## src/rtl/rob_pkg.sv

```systemverilog
// Shared types and default sizing for the reorder buffer slice.
package rob_pkg;

  localparam int DEF_DEPTH    = 16;
  localparam int DEF_ALLOC_W  = 2;
  localparam int DEF_CMPL_W   = 3;
  localparam int DEF_RETIRE_W = 2;
  localparam int DEF_PREG_W   = 6;
  localparam int DEF_DATA_W   = 32;

  localparam logic DEST_REG = 1'b0;
  localparam logic DEST_MEM = 1'b1;

  typedef struct packed {
    logic                  v;
    logic                  is_store;
    logic [DEF_PREG_W-1:0] pd;
    logic [DEF_PREG_W-1:0] old_pd;
    logic [DEF_DATA_W-1:0] result;
    logic                  comp;
  } rob_entry_t;

endpackage

```

## src/rtl/reorder_buffer_if.sv

```systemverilog
// Dispatch / writeback / retire bundle of the reorder buffer.
interface reorder_buffer_if #(
  parameter int DEPTH    = 16,
  parameter int ALLOC_W  = 2,
  parameter int CMPL_W   = 3,
  parameter int RETIRE_W = 2,
  parameter int PREG_W   = 6,
  parameter int DATA_W   = 32
);
  localparam int IDX_W = $clog2(DEPTH);

  logic [ALLOC_W-1:0]             alloc_valid;
  logic                           alloc_ready;
  logic [ALLOC_W-1:0]             alloc_is_store;
  logic [ALLOC_W-1:0][PREG_W-1:0] alloc_pd;
  logic [ALLOC_W-1:0][PREG_W-1:0] alloc_old_pd;
  logic [ALLOC_W-1:0][IDX_W-1:0]  alloc_idx;

  logic [CMPL_W-1:0]              cmpl_valid;
  logic [CMPL_W-1:0][IDX_W-1:0]   cmpl_idx;
  logic [CMPL_W-1:0][DATA_W-1:0]  cmpl_result;

  logic                           flush;

  logic [RETIRE_W-1:0]              ret_valid;
  logic [RETIRE_W-1:0]              ret_is_store;
  logic [RETIRE_W-1:0][PREG_W-1:0]  ret_pd;
  logic [RETIRE_W-1:0][PREG_W-1:0]  ret_old_pd;
  logic [RETIRE_W-1:0][DATA_W-1:0]  ret_result;

  logic [IDX_W:0]                 count;
  logic                           empty;
  logic                           full;

  modport master (
    output alloc_valid, alloc_is_store, alloc_pd, alloc_old_pd,
    output cmpl_valid, cmpl_idx, cmpl_result, flush,
    input  alloc_ready, alloc_idx,
    input  ret_valid, ret_is_store, ret_pd, ret_old_pd, ret_result,
    input  count, empty, full
  );

  modport slave (
    input  alloc_valid, alloc_is_store, alloc_pd, alloc_old_pd,
    input  cmpl_valid, cmpl_idx, cmpl_result, flush,
    output alloc_ready, alloc_idx,
    output ret_valid, ret_is_store, ret_pd, ret_old_pd, ret_result,
    output count, empty, full
  );

endinterface

```

## src/rtl/rob_retire_select.sv

```systemverilog
// Counts leading completed entries from head, capped at RETIRE_W.
module rob_retire_select #(
  parameter int DEPTH    = 16,
  parameter int RETIRE_W = 2,
  parameter int IDX_W    = $clog2(DEPTH),
  parameter int NRET_W   = $clog2(RETIRE_W + 1)
) (
  input  logic [DEPTH-1:0]    done_i,
  input  logic [IDX_W-1:0]    head_i,
  output logic [NRET_W-1:0]   nret_o,
  output logic [RETIRE_W-1:0] mask_o
);

  logic             run;
  logic [IDX_W-1:0] idx;

  // The run of completed entries breaks at the first incomplete one.
  always_comb begin
    mask_o = '0;
    nret_o = '0;
    run    = 1'b1;
    idx    = '0;
    for (int k = 0; k < RETIRE_W; k++) begin
      idx       = head_i + IDX_W'(k);
      run       = run & done_i[idx];
      mask_o[k] = run;
      if (run) nret_o = nret_o + NRET_W'(1);
    end
  end

endmodule

```

## src/rtl/reorder_buffer.sv

```systemverilog
// Circular reorder buffer: in-order allocate, out-of-order complete, in-order retire.
module reorder_buffer
  import rob_pkg::*;
#(
  parameter int DEPTH    = DEF_DEPTH,
  parameter int ALLOC_W  = DEF_ALLOC_W,
  parameter int CMPL_W   = DEF_CMPL_W,
  parameter int RETIRE_W = DEF_RETIRE_W,
  parameter int PREG_W   = DEF_PREG_W,
  parameter int DATA_W   = DEF_DATA_W
) (
  input logic             clk,
  input logic             rst,
  reorder_buffer_if.slave bus
);

  localparam int IDX_W  = $clog2(DEPTH);
  localparam int CNT_W  = IDX_W + 1;
  localparam int NRET_W = $clog2(RETIRE_W + 1);

  typedef struct packed {
    logic              v;
    logic              is_store;
    logic [PREG_W-1:0] pd;
    logic [PREG_W-1:0] old_pd;
    logic [DATA_W-1:0] result;
    logic              comp;
  } entry_t;

  entry_t ent_q [DEPTH];
  entry_t ent_d [DEPTH];

  logic [IDX_W-1:0] head_q, head_d, tail_q, tail_d;
  logic [CNT_W-1:0] count_q, count_d, nalloc;
  logic             alloc_ok;
  logic [DEPTH-1:0] done;
  logic [NRET_W-1:0]   nret;
  logic [RETIRE_W-1:0] ret_mask;
  logic [IDX_W-1:0]    ridx, cidx, aidx;

  logic [RETIRE_W-1:0]             ret_valid_q, ret_valid_d;
  logic [RETIRE_W-1:0]             ret_is_store_q, ret_is_store_d;
  logic [RETIRE_W-1:0][PREG_W-1:0] ret_pd_q, ret_pd_d;
  logic [RETIRE_W-1:0][PREG_W-1:0] ret_old_pd_q, ret_old_pd_d;
  logic [RETIRE_W-1:0][DATA_W-1:0] ret_result_q, ret_result_d;

  // Back-pressure looks only at registered occupancy; same-cycle retirement is not credited.
  assign alloc_ok = (CNT_W'(DEPTH) - count_q) >= CNT_W'(ALLOC_W);

  always_comb begin
    nalloc = '0;
    if (alloc_ok) begin
      for (int i = 0; i < ALLOC_W; i++) nalloc = nalloc + CNT_W'(bus.alloc_valid[i]);
    end
  end

  always_comb begin
    for (int i = 0; i < ALLOC_W; i++) bus.alloc_idx[i] = tail_q + IDX_W'(i);
  end

  always_comb begin
    for (int e = 0; e < DEPTH; e++) done[e] = ent_q[e].v & ent_q[e].comp;
  end

  rob_retire_select #(
    .DEPTH    (DEPTH),
    .RETIRE_W (RETIRE_W)
  ) u_retire_select (
    .done_i (done),
    .head_i (head_q),
    .nret_o (nret),
    .mask_o (ret_mask)
  );

  always_comb begin
    ent_d          = ent_q;
    head_d         = head_q;
    tail_d         = tail_q;
    count_d        = count_q;
    ret_valid_d    = '0;
    ret_is_store_d = ret_is_store_q;
    ret_pd_d       = ret_pd_q;
    ret_old_pd_d   = ret_old_pd_q;
    ret_result_d   = ret_result_q;
    ridx           = '0;
    cidx           = '0;
    aidx           = '0;
    if (bus.flush) begin
      for (int e = 0; e < DEPTH; e++) ent_d[e].v = 1'b0;
      head_d  = '0;
      tail_d  = '0;
      count_d = '0;
    end else begin
      for (int k = 0; k < RETIRE_W; k++) begin
        if (ret_mask[k]) begin
          ridx              = head_q + IDX_W'(k);
          ret_is_store_d[k] = ent_q[ridx].is_store;
          ret_pd_d[k]       = ent_q[ridx].pd;
          ret_old_pd_d[k]   = ent_q[ridx].old_pd;
          ret_result_d[k]   = ent_q[ridx].result;
          ent_d[ridx].v     = 1'b0;
        end
      end
      ret_valid_d = ret_mask;
      // Later lanes overwrite earlier ones targeting the same entry.
      for (int l = 0; l < CMPL_W; l++) begin
        cidx = bus.cmpl_idx[l];
        if (bus.cmpl_valid[l] && ent_q[cidx].v) begin
          ent_d[cidx].result = bus.cmpl_result[l];
          ent_d[cidx].comp   = 1'b1;
        end
      end
      for (int i = 0; i < ALLOC_W; i++) begin
        aidx = tail_q + IDX_W'(i);
        if (alloc_ok && bus.alloc_valid[i]) begin
          ent_d[aidx].v        = 1'b1;
          ent_d[aidx].is_store = bus.alloc_is_store[i];
          ent_d[aidx].pd       = bus.alloc_pd[i];
          ent_d[aidx].old_pd   = bus.alloc_old_pd[i];
          ent_d[aidx].comp     = 1'b0;
        end
      end
      head_d  = head_q + IDX_W'(nret);
      tail_d  = tail_q + IDX_W'(nalloc);
      count_d = count_q + nalloc - CNT_W'(nret);
    end
  end

  always_ff @(posedge clk) begin
    if (rst) begin
      head_q         <= '0;
      tail_q         <= '0;
      count_q        <= '0;
      ret_valid_q    <= '0;
      ret_is_store_q <= '0;
      ret_pd_q       <= '0;
      ret_old_pd_q   <= '0;
      ret_result_q   <= '0;
      for (int e = 0; e < DEPTH; e++) ent_q[e].v <= 1'b0;
    end else begin
      head_q         <= head_d;
      tail_q         <= tail_d;
      count_q        <= count_d;
      ret_valid_q    <= ret_valid_d;
      ret_is_store_q <= ret_is_store_d;
      ret_pd_q       <= ret_pd_d;
      ret_old_pd_q   <= ret_old_pd_d;
      ret_result_q   <= ret_result_d;
      ent_q          <= ent_d;
    end
  end

  always_ff @(posedge clk) begin
    if (!rst && !bus.flush) begin
      for (int l = 0; l < CMPL_W; l++) begin
        if (bus.cmpl_valid[l]) begin
          assert (ent_q[bus.cmpl_idx[l]].v)
            else $warning("reorder_buffer: completion to idle entry %0d dropped", bus.cmpl_idx[l]);
        end
      end
    end
  end

  assign bus.alloc_ready  = alloc_ok;
  assign bus.ret_valid    = ret_valid_q;
  assign bus.ret_is_store = ret_is_store_q;
  assign bus.ret_pd       = ret_pd_q;
  assign bus.ret_old_pd   = ret_old_pd_q;
  assign bus.ret_result   = ret_result_q;
  assign bus.count        = count_q;
  assign bus.empty        = (count_q == '0);
  assign bus.full         = (count_q == CNT_W'(DEPTH));

endmodule

```

## src/flat_wrapper.sv

```systemverilog
// flat-port wrapper written by rule: the top's interface ports become plain ports
module reorder_buffer_flat import rob_pkg::*;
#(
  parameter int DEPTH    = DEF_DEPTH,
  parameter int ALLOC_W  = DEF_ALLOC_W,
  parameter int CMPL_W   = DEF_CMPL_W,
  parameter int RETIRE_W = DEF_RETIRE_W,
  parameter int PREG_W   = DEF_PREG_W,
  parameter int DATA_W   = DEF_DATA_W
)
  (clk, rst, bus_alloc_valid, bus_alloc_is_store, bus_alloc_pd, bus_alloc_old_pd, bus_cmpl_valid, bus_cmpl_idx, bus_cmpl_result, bus_flush, bus_alloc_ready, bus_alloc_idx, bus_ret_valid, bus_ret_is_store, bus_ret_pd, bus_ret_old_pd, bus_ret_result, bus_count, bus_empty, bus_full);
  reorder_buffer_if #(.DEPTH(DEPTH), .ALLOC_W(ALLOC_W), .CMPL_W(CMPL_W), .RETIRE_W(RETIRE_W), .PREG_W(PREG_W), .DATA_W(DATA_W)) bus_i ();
  input logic clk;
  input logic rst;
  input wire logic [$bits(bus_i.alloc_valid)-1:0] bus_alloc_valid;
  input wire logic [$bits(bus_i.alloc_is_store)-1:0] bus_alloc_is_store;
  input wire logic [$bits(bus_i.alloc_pd)-1:0] bus_alloc_pd;
  input wire logic [$bits(bus_i.alloc_old_pd)-1:0] bus_alloc_old_pd;
  input wire logic [$bits(bus_i.cmpl_valid)-1:0] bus_cmpl_valid;
  input wire logic [$bits(bus_i.cmpl_idx)-1:0] bus_cmpl_idx;
  input wire logic [$bits(bus_i.cmpl_result)-1:0] bus_cmpl_result;
  input wire logic [$bits(bus_i.flush)-1:0] bus_flush;
  output wire logic [$bits(bus_i.alloc_ready)-1:0] bus_alloc_ready;
  output wire logic [$bits(bus_i.alloc_idx)-1:0] bus_alloc_idx;
  output wire logic [$bits(bus_i.ret_valid)-1:0] bus_ret_valid;
  output wire logic [$bits(bus_i.ret_is_store)-1:0] bus_ret_is_store;
  output wire logic [$bits(bus_i.ret_pd)-1:0] bus_ret_pd;
  output wire logic [$bits(bus_i.ret_old_pd)-1:0] bus_ret_old_pd;
  output wire logic [$bits(bus_i.ret_result)-1:0] bus_ret_result;
  output wire logic [$bits(bus_i.count)-1:0] bus_count;
  output wire logic [$bits(bus_i.empty)-1:0] bus_empty;
  output wire logic [$bits(bus_i.full)-1:0] bus_full;
  assign bus_i.alloc_valid = bus_alloc_valid;
  assign bus_i.alloc_is_store = bus_alloc_is_store;
  assign bus_i.alloc_pd = bus_alloc_pd;
  assign bus_i.alloc_old_pd = bus_alloc_old_pd;
  assign bus_i.cmpl_valid = bus_cmpl_valid;
  assign bus_i.cmpl_idx = bus_cmpl_idx;
  assign bus_i.cmpl_result = bus_cmpl_result;
  assign bus_i.flush = bus_flush;
  assign bus_alloc_ready = bus_i.alloc_ready;
  assign bus_alloc_idx = bus_i.alloc_idx;
  assign bus_ret_valid = bus_i.ret_valid;
  assign bus_ret_is_store = bus_i.ret_is_store;
  assign bus_ret_pd = bus_i.ret_pd;
  assign bus_ret_old_pd = bus_i.ret_old_pd;
  assign bus_ret_result = bus_i.ret_result;
  assign bus_count = bus_i.count;
  assign bus_empty = bus_i.empty;
  assign bus_full = bus_i.full;
  reorder_buffer #(.DEPTH(DEPTH), .ALLOC_W(ALLOC_W), .CMPL_W(CMPL_W), .RETIRE_W(RETIRE_W), .PREG_W(PREG_W), .DATA_W(DATA_W)) u_core (.clk(clk), .rst(rst), .bus(bus_i));
endmodule
```

## config.mk

```make
export PLATFORM = sky130hd
export DESIGN_NAME = reorder_buffer_flat
export DESIGN_NICKNAME = d
export VERILOG_FILES = /design/src/rtl/rob_pkg.sv /design/src/rtl/reorder_buffer_if.sv /design/src/rtl/rob_retire_select.sv /design/src/rtl/reorder_buffer.sv /design/src/flat_wrapper.sv
export SDC_FILE = /design/constraint.sdc
export NUM_CORES = 2
export LEC_CHECK = 0
export BUFFER_PORTS_ARGS = -buffer_cell sky130_fd_sc_hd__buf_2
export CAP_MARGIN = 20
export CORE_ASPECT_RATIO = 1.1
export CORE_UTILIZATION = 38
export DETAILED_ROUTE_END_ITERATION = 16
export GPL_ROUTABILITY_DRIVEN = 0
export MAX_ROUTING_LAYER = met4
export PLACE_DENSITY = 0.63
export RECOVER_POWER = 100
export SLEW_MARGIN = 25
export SYNTH_ARGS = -nofsm -noshare
export SYNTH_HDL_FRONTEND = slang
export SYNTH_HIERARCHICAL = 1
export SYNTH_SLANG_ARGS = --single-unit
```

## constraint.sdc

```tcl
create_clock -name clk -period 57.9 [get_ports clk]
set_input_delay 2.895 -clock clk [delete_from_list [all_inputs] [get_ports clk]]
set_output_delay 2.895 -clock clk [all_outputs]
set_load 0.1 [all_outputs]
```

==> summary.md <==
| Metric | Value |
|---|---|
| P_leak | ~24 nW |
| Pins Over Slew Limit | 1961 |
| Largest net degree at the start of global routing | approximately 160 |
| Clock-pin slew on the worst setup and hold paths | about 60 ps |
| Worst Tran Pin Value | around 10000 ps |
| CTS tree | yes |
| Hold WS | around 450 ps |
| Post_cts resized | 0 |
| Async SR Flop Fraction | 0% |
| Fin crit period | about 18000 ps |
| Total CTS buffers | roughly 100 |
| P&R area growth vs syn | 8.715% |
| Worst skew pair latency | 740 ps |
| Sequential area share after synthesis | approximately two fifths |
| FF-to-FF Start | u_core/head_q[0] |
| Reg2Reg Depth | 8 |
| Setup Buffers After CTS | 0 |
| DIE AREA | 157200 um^2 |
| Critical path startpoint | rst |
| Post-synthesis compound-gate area fraction | between 10% and 20% |
| Worst-path cell chain | clkbuf_1, or2_0, clkinvlp_2, clkbuf_1, clkbuf_1, clkbuf_1, clkbuf_1 |
| Main combinational cell family by area after synthesis | multiplexers |
| Routed via count | about 53000 |
| #FFs+latches synth | 857 |
| Die Wd | between 300 and 400 um |
| Final net count | between 5000 and 6000 |
| Post-Syn Nets | ~6100 |
| Gr usage total | slightly above 30% |
| Vias/cell | roughly 6.7 |
| TNS Setup | 0 ps |
| Worst r2r dst | u_core/bus.ret_old_pd[6] |
| CP max-delay cell | clkinvlp_2 |
| Internal reg-to-reg setup slack | around 43000 ps |
| XOR/XNOR Fraction of Synth Area | less than 1% |
| Fin util | 41.70% |
| Core Footprint | roughly 150000 um^2 |
| Tcrit/Tclk final | a little over 30% |
| Max-slew headroom | -553.6% |
| Final clock skew | about 39 ps |
| Routed len/inst | slightly above 30 um |
| DP Wirelength | around 140 mm |
| RSZ-0062 raised after global routing | false |
| CP peak stage delay | between 3000 and 4000 ps |
| Synth cell types | between 70 and 80 |
| Buf+Inv Stages, Crit Path | 6 |
| Total gr overflow | 0 |
| Critical Path RT | a little under 60000 ps |
| Number of synthesis warnings | 6 |
| Mean Syn Cell Area | about 10 um^2 |
| CP Capture Type | flop |
| Post-synth EDFFs | around 740 |
| Root buf cell | clkbuf_16 |
| Failing checks | max-capacitance violations, max-slew violations |
| Die Y-Extent | 415.7 um |
| Vias in the first global route | 50008 |
| DRT Pass-1 Iters | 6 |
| Routed wire length | between 200 and 250 mm |
| Final setup fails | 0 |
| Arrival @ worst endpoint | ~18000 ps |
| First-pass GRT wire length | ~350 mm |
| Post-Syn Instances | about 5900 |
| Row count | around 150 |
| Clock buffer depth | 3 |
| PortBufs | approximately 250 |
| CP startpoint kind | primary input |
| CP Depth | 7 |
| Antenna-violating nets left | 0 |
| # DRC | 0 |
| Layout fillers | approximately 15000 |
| End of the critical path | u_core/ent_q[447] |
| Top_reg_cell synth | edfxtp_1 |
| Post-CTS Hold Buffers | 0 |
| Max_cap viols | a little under 60 |
| Pwr Density | 24.84 nW/um^2 |
| CTS sink cnt | about 860 |
| Most frequent cell on the critical path | clkbuf_1 |
| Drt initial violations | 7730 |
| Final count of hold timing violations | 0 |
| VDD IR-drop max | 0.03571 mV |
| Setup CP Type | primary input to flop |
| Fmax | approximately 0.056 GHz |
| Hold WC Path Type | flop to flop |
| CP Max Fanout | 112 |
| Simple-Gate Fraction of Synth Area | a little over an eighth |
| Fraction of synthesized area in multiplexers | about 23% |
| Initial antenna violation count | 39 |
| Boundary Pins | between 200 and 300 |
| Cell area after synthesis | 59140 um^2 |
| Status | complete, but fails checks |
| CP top delay family | buffers and inverters |
| H-tree levels | 3 |
| Initial Util | between 30% and 40% |
| Post-synthesis adder-cell area fraction | 0.6644% |
| Fraction of layout cells with a size suffix above 1 | about 14% |
==> area by class of cell <==
| cell class | count | area [um^2] | share of cell area (%) |
|---|---|---|---|
| antenna | 38 | 95.09 | 0.1479 |
| clock buffer | 143 | 2903 | 4.515 |
| clock inverter | 53 | 335.3 | 0.5216 |
| inverter | 34 | 128.9 | 0.2005 |
| multi-input combinational | 4302 | 31720 | 49.35 |
| sequential | 857 | 24530 | 38.16 |
| tap | 2065 | 2584 | 4.019 |
| timing repair buffer | 380 | 1989 | 3.094 |
==> cells in the final DEF (no fill, tap or decap), types with 17 or more instances in the layout <==
cell       Yosys  routed
a211o_1       45      45
a211oi_1      48      48
a21o_1       221     221
a21oi_1      469     467
a31oi_1       28      28
and2_1        33      27
and3_1       237     228
buf_2         99     134
buf_4          6      80
clkbuf_1     505     188
clkbuf_16      0     107
clkinv_1       3      27
clkinv_2       0      20
dfxtp_1      121     119
diode_2        0      38
edfxtp_1     736     736
ha_1          25      24
inv_1         30      30
mux2i_1      516     516
mux4_2       365     365
nand2_1      920     918
nand2b_1      24      24
nand3_1       50      31
nand4_1       23      24
nor2_1       312     312
nor3_1        23      23
o21ai_0      589     616
o221ai_1      17      17
o22ai_1      181     181
==> metal layers <==
metal	vias to the layer above	track usage (%)	part of all wire, %	routed length, um
met2	4263	45.64	44	107200
met1	25578	37.35	35	85980
met3	1075	9.447	14	33830
li1	21715	-	-	-
met4	0	18.74	7.1	17380
met5	-	-	0	0
==> worst min-delay path by stage <==
| stage | start | endpoint | slack, ps | cells after the start |
|---|---|---|---|---|
| CTS | u_core/bus.ret_result[27] | u_core/bus.ret_result[27] | 450 | 1 |
| global route | u_core/bus.ret_result[29] | u_core/bus.ret_result[29] | 470 | 1 |
| finish | u_core/bus.ret_result[27] | u_core/bus.ret_result[27] | 450 | 1 |
| floorplan | u_core/ent_q[187] | u_core/ent_q[187] | 500 | 2 |
| detailed placement | u_core/bus.ret_result[27] | u_core/bus.ret_result[27] | 430 | 1 |
| global placement | u_core/bus.ret_result[8] | u_core/bus.ret_result[8] | 440 | 1 |
==> logic make-up (layout without fill, tap and decap cells) <==
logic type	after synthesis	count (layout)
multiplexers	888	888
buffers and inverters	725	610
adder cells (fa/ha/maj)	29	29
other	0	38
flip-flops	857	857
AO/OA/AOI/OAI	1666	1666
XOR/XNOR	14	14
AND/OR/NAND/NOR	1705	1705
==> flip-flops by register name (all words and copies together), names as in the netlist <==
| name | flops |
|---|---|
| u_core/bus.ret_pd | 12 |
| u_core/tail_q | 4 |
| u_core/bus.ret_result | 64 |
| u_core/bus.ret_valid | 2 |
| u_core/ent_q | 752 |
| u_core/bus.ret_old_pd | 12 |
| u_core/bus.ret_is_store | 2 |
| u_core/head_q | 4 |
| u_core/bus.count | 5 |
==> synth_stat cells (24+ instances only) <==
library cell	instances	area share (%)
a211o_1	45	0.67
a211oi_1	48	0.61
a21o_1	221	2.8
a21oi_1	469	4.0
a31oi_1	28	0.30
and2_1	33	0.35
and3_1	237	2.5
buf_1	62	0.39
buf_2	99	0.84
clkbuf_1	505	3.2
dfxtp_1	121	4.1
edfxtp_1	736	37
ha_1	25	0.53
inv_1	30	0.19
mux2i_1	516	8.7
mux4_2	365	14
nand2_1	920	5.8
nand2b_1	24	0.25
nand3_1	50	0.42
nor2_1	312	2.0
o21ai_0	589	5.0
o21ai_1	32	0.27
o22ai_1	181	1.9
==> power by group <==
group          internal [W]  total, W  switching, W  leakage (nW)
combinational     0.0000764  0.000228      0.000151          14.2
sequential         0.000706  0.000728     0.0000219          7.88
clock              0.000355  0.000641      0.000287          1.58
total               0.00114   0.00160      0.000460          23.7
==> worst register-to-register path, cell delays in order, from the launching register on <==
cell and delay [ps]:
dfxtp_1 1280, clkbuf_1 6880, mux4_1 1660, mux4_2 530, and2_0 960, nor2b_1 400, nand2_1 2220, a21oi_1 1100
a211o_1 170
==> through the flow <==
stage / total power (W) / instance area, um^2 / cells / setup WS [ps]
3_5_place_dp: 0.0009637 / 61420 / 7633 / 49840
2_1_floorplan: 0.0009213 / 59140 / 5884 / 35280
3_3_place_gp: 0.0009578 / 61290 / 7629 / 49880
5_1_grt: 0.001640 / 64280 / 7866 / 39230
4_1_cts: 0.001597 / 64660 / 7829 / 50610
6_report: 0.001597 / 64290 / 7872 / 39930
Power figures use the tool's default switching activity.
